$ cat src/rtl/bcd_sum_display.sv
// Time-multiplexed 3-digit 7-segment driver for a registered {carry, tens, ones} BCD sum.
// Each digit slot opens with one blank guard cycle; a frame snapshot keeps the digits consistent.
module bcd_sum_display #(
   parameter int REFRESH_DIV = 1000
) (
   input  logic       clk,
   input  logic       rst_n,
   input  logic       in_valid,
   input  logic [8:0] sum,
   output logic [6:0] seg,
   output logic [2:0] an,
   output logic       err,
   output logic       frame_done
);

   localparam int CNT_W = (REFRESH_DIV > 2) ? $clog2(REFRESH_DIV) : 1;
   localparam logic [CNT_W-1:0] LAST = CNT_W'(REFRESH_DIV - 1);

   typedef enum logic [1:0] {ONES, TENS, HUNDS} state_t;

   state_t           state_q, state_d;
   logic [CNT_W-1:0] cnt_q, cnt_d;
   logic             start_q;
   logic [8:0]       hold_q, hold_d;
   logic [8:0]       snap_q, snap_d;
   logic             snap_load;
   logic [6:0]       seg_q, seg_d;
   logic [2:0]       an_q, an_d;
   logic             err_q, err_d;
   logic             fd_q, fd_d;

   function automatic logic [6:0] seg7(input logic [3:0] d);
      logic [6:0] s;
      case (d)
         4'd0:    s = 7'h3F;
         4'd1:    s = 7'h06;
         4'd2:    s = 7'h5B;
         4'd3:    s = 7'h4F;
         4'd4:    s = 7'h66;
         4'd5:    s = 7'h6D;
         4'd6:    s = 7'h7D;
         4'd7:    s = 7'h07;
         4'd8:    s = 7'h7F;
         4'd9:    s = 7'h6F;
         default: s = 7'h40;
      endcase
      return s;
   endfunction

   always_comb begin
      state_d = state_q;
      cnt_d   = cnt_q;
      hold_d  = in_valid ? sum : hold_q;

      // The first edge out of reset opens the ones slot with its guard cycle.
      if (start_q) begin
         state_d = ONES;
         cnt_d   = '0;
      end else if (cnt_q == LAST) begin
         cnt_d = '0;
         case (state_q)
            ONES:    state_d = TENS;
            TENS:    state_d = HUNDS;
            default: state_d = ONES;
         endcase
      end else begin
         cnt_d = cnt_q + 1'b1;
      end

      snap_load = (cnt_d == '0) && (state_d == ONES);
      snap_d    = snap_load ? hold_q : snap_q;
      err_d     = snap_load ? ((hold_q[7:4] > 4'd9) || (hold_q[3:0] > 4'd9)) : err_q;

      // Outputs are computed from next state so they line up with the counter of their cycle.
      seg_d = 7'h00;
      an_d  = 3'b000;
      if (cnt_d != '0) begin
         case (state_d)
            ONES: begin
               an_d  = 3'b001;
               seg_d = seg7(snap_d[3:0]);
            end
            TENS: begin
               an_d  = 3'b010;
               seg_d = (snap_d[8] || (snap_d[7:4] != 4'd0)) ? seg7(snap_d[7:4]) : 7'h00;
            end
            default: begin
               an_d  = 3'b100;
               seg_d = snap_d[8] ? 7'h06 : 7'h00;
            end
         endcase
      end
      fd_d = (state_d == HUNDS) && (cnt_d == LAST);
   end

   always_ff @(posedge clk or negedge rst_n) begin
      if (!rst_n) begin
         state_q <= ONES;
         cnt_q   <= '0;
         start_q <= 1'b1;
         hold_q  <= '0;
         snap_q  <= '0;
         seg_q   <= '0;
         an_q    <= '0;
         err_q   <= 1'b0;
         fd_q    <= 1'b0;
      end else begin
         state_q <= state_d;
         cnt_q   <= cnt_d;
         start_q <= 1'b0;
         hold_q  <= hold_d;
         snap_q  <= snap_d;
         seg_q   <= seg_d;
         an_q    <= an_d;
         err_q   <= err_d;
         fd_q    <= fd_d;
      end
   end

   assign seg        = seg_q;
   assign an         = an_q;
   assign err        = err_q;
   assign frame_done = fd_q;

endmodule

$ cat config.mk
export PLATFORM = sky130hd
export DESIGN_NAME = bcd_sum_display
export DESIGN_NICKNAME = d
export VERILOG_FILES = /design/src/rtl/bcd_sum_display.sv
export SDC_FILE = /design/constraint.sdc
export NUM_CORES = 1
export LEC_CHECK = 0
export CORE_UTILIZATION = 40
export CTS_BUF_LIST = sky130_fd_sc_hd__clkbuf_8
export DETAILED_ROUTE_END_ITERATION = 6
export HOLD_SLACK_MARGIN = 0.12
export SETUP_SLACK_MARGIN = 0.2
export SYNTH_ARGS = -nofsm -noshare
export SYNTH_HDL_FRONTEND = slang
export SYNTH_SLANG_ARGS = --single-unit
$ cat constraint.sdc
create_clock -name clk -period 4.2 [get_ports clk]
set_input_delay 0.84 -clock clk [delete_from_list [all_inputs] [get_ports clk]]
set_output_delay 0.84 -clock clk [all_outputs]
set_load 0.005 [all_outputs]
==> flow_metrics.env <==
export IMPL_die_area_um2=6384
export IMPL_setup_tns_ps=0
export IMPL_finalHoldViolations=0
export IMPL_synth_nets=255
export IMPL_syn_avg_cell_area_um2=10.29
export IMPL_peakVddDrop_v=0.0001564
export IMPL_yosysSeqAreaShare_pct=44.38
export IMPL_ctsRootBufferMaster="clkbuf_8"
export IMPL_hold_buffers=0
export IMPL_post_cts_resized=0
export IMPL_gp_congestion=0.8442
export IMPL_fin_skew_ps=12.64
export IMPL_ant_nets=0
export IMPL_grt_max_degree=44
export IMPL_required_ps=4370
export IMPL_fin_nets=271
export IMPL_routed_wirelength_um=4827
export IMPL_setup_viol=0
export IMPL_final_util_pct=46.83
export IMPL_worstSetupPathType="register to register"
export IMPL_maxSlewViolCount=0
export IMPL_clock_tree_buffer_depth=2
export IMPL_drc=0
export IMPL_grt_usage_pct=16.84
export IMPL_numCtsBuffers=5
export IMPL_chipHeight_um=79.90
export IMPL_first_pass_iters=4
export IMPL_layout_drive_gt1_share_pct=15.81
export IMPL_p_per_area_nw_per_um2=362.8
export IMPL_startpoint="cnt_q[0]"
export IMPL_slew_headroom_pct=38.02
export IMPL_min_period_ps=3602
export IMPL_dpl_hpwl_um=3499
export IMPL_cts_tree="yes"
export IMPL_ios=24
export IMPL_synth_cells=236
export IMPL_clock_sinks=43
export IMPL_worst_slew_pin_slew_ps=929.8
export IMPL_final_cell_mix="dfrtp_1 (42), clkdlybuf4s50_1 (22), nor2_1 (19), mux2_2 (18), inv_1 (14)"
export IMPL_arrival_ps=3770
export IMPL_die_x_um=79.90
export IMPL_rows=28
export IMPL_drt_initial_drc_count=188
export IMPL_final_common_cell="dfrtp_1"
export IMPL_startpoint_type="register"
export IMPL_n_antenna_cell=0
export IMPL_hold_depth=1
export IMPL_drv_cap=0
export IMPL_end_kind="register"
export IMPL_area_growth_pct=13.56
export IMPL_ys_flop_type="dfrtp_1"
export IMPL_synth_distinct_cells=58
export IMPL_outcome="finished clean"
export IMPL_fp_coreArea_um2=5886
export IMPL_clk_latency_ps=290
export IMPL_synth_warnings=0
export IMPL_period_share_pct=85.77
export IMPL_hold_path_class="register to register"
export IMPL_rsz0062_at_grt="no"
export IMPL_portBuffers=23
export IMPL_power_leakage_nw=1.152
export IMPL_antenna_found_initial=0
export IMPL_crit_fanout=9
export IMPL_synth_edf_count=0
export IMPL_worst_r2r_startpoint="cnt_q[0]"
export IMPL_htreeDepth=2
export IMPL_hold_start="hold_q[8]"
export IMPL_globalRouteOverflowTotal=0
export IMPL_start_util_pct=41.24
export IMPL_grt_pass1_vias=1726
export IMPL_post_drt_wl_per_cell_um=14.72
export IMPL_grt_first_pass_wirelength_um=8321
export IMPL_vias=1773
export IMPL_via_per_inst=5.405
export IMPL_clock_fmax_mhz=277.6
export IMPL_postCtsSetupRepairBufs=0
export IMPL_syn_area_um2=2427
export IMPL_cts_clk_slew_worst_paths_ps=80
export IMPL_reg2reg_depth=11
export IMPL_async_reset_ff_share_pct=100.0
export IMPL_power_w=0.001000
export IMPL_yosys_register_bits=43
==> worst max-delay path, cell delays in order (launching register included) <==
cell and delay (ps):
dfrtp_1 450, ha_1 300, and2_2 240, nand4bb_1 360
nor2_1 200, a211o_1 220, nor4b_4 580, mux2i_1 360
inv_1 120, ha_1 240, a221oi_1 290, o22ai_1 130
==> area by class of cell <==
cell class	count	area, µm²
clock buffers	5	68.82
clock inverters	3	12.51
fillers	560	3129
inverters	12	45.04
multi-input cells	166	1226
flip-flops and latches	43	1077
well taps	75	93.84
repair buffers	24	232.7
==> cell usage after synthesis, types with 5 or more instances <==
master	instances	area (µm²)
a21oi_1	8	40.04
nor3_1	7	35.03
ha_1	7	87.58
nand3_1	5	25.02
nand2_1	11	41.29
nand2b_1	7	43.79
inv_1	12	45.04
nor2_1	19	71.32
xnor2_1	5	43.79
o21ai_0	11	55.05
mux2_2	18	202.7
dfrtp_1	42	1051
buf_2	8	40.04
==> where the power goes <==
group / leakage [nW] / switching, W / internal, W / total [W]
Sequential: 0.542 / 0.0000529 / 0.000460 / 0.000513
Clock: 0.0505 / 0.000138 / 0.000112 / 0.000250
Combinational: 0.560 / 0.000111 / 0.000126 / 0.000237
Total: 1.15 / 0.000302 / 0.000698 / 0.00100
==> kinds of logic (layout without fill, tap and decap cells) <==
group                    Yosys count  in the layout  share of synthesized area (%)
AO/OA/AOI/OAI                     50             50                          14.90
XOR/XNOR                           9              9                          3.247
adder cells (fa/ha/maj)            7              7                          3.608
buffers and inverters             27             44                          5.206
flip-flops                        43             43                          44.38
multiplexers                      23             23                          10.62
other                              1              1                         0.1545
AND/OR/NAND/NOR                   76             76                          17.89
==> through the flow <==
| stage | instances | hold slack [ps] | instance area [µm²] | setup slack (ps) |
|---|---|---|---|---|
| 2_1_floorplan | 236 | 475.0 | 2427 | 1148 |
| 3_3_place_gp | 320 | 498.4 | 2673 | 643.7 |
| 3_5_place_dp | 320 | 503.1 | 2673 | 568.1 |
| 4_1_cts | 328 | 520.0 | 2754 | 541.1 |
| 5_1_grt | 328 | 549.8 | 2756 | 202.8 |
| 6_report | 328 | 508.3 | 2756 | 597.7 |
==> final timing paths <==
check	end	slack [ps]
worst min-delay path	snap_q[8]	510
min in group asynchronous	cnt_q[6]	670
max in group asynchronous	cnt_q[3]	2930
worst min register to register	snap_q[8]	510
worst max register to register	seg[4]	600
worst max-delay path	seg[4]	600
==> metal layers <==
| layer | GRT usage (%) | vias to the layer above | routed length (µm) |
|---|---|---|---|
| li1 | - | 877 | - |
| met5 | 0 | - | 0 |
| met2 | 23.59 | 53 | 2003 |
| met1 | 25.32 | 835 | 2476 |
| met4 | 4.286 | 0 | 67 |
| met3 | 4.457 | 8 | 280 |
==> flip-flops by register name, indices dropped and copies added (netlist names) <==
register and count:
an 3, cnt_q 10, err 1, frame_done 1
hold_q 9, seg 7, snap_q 9, start_q 1
state_q 2
Power figures use the tool's default switching activity.
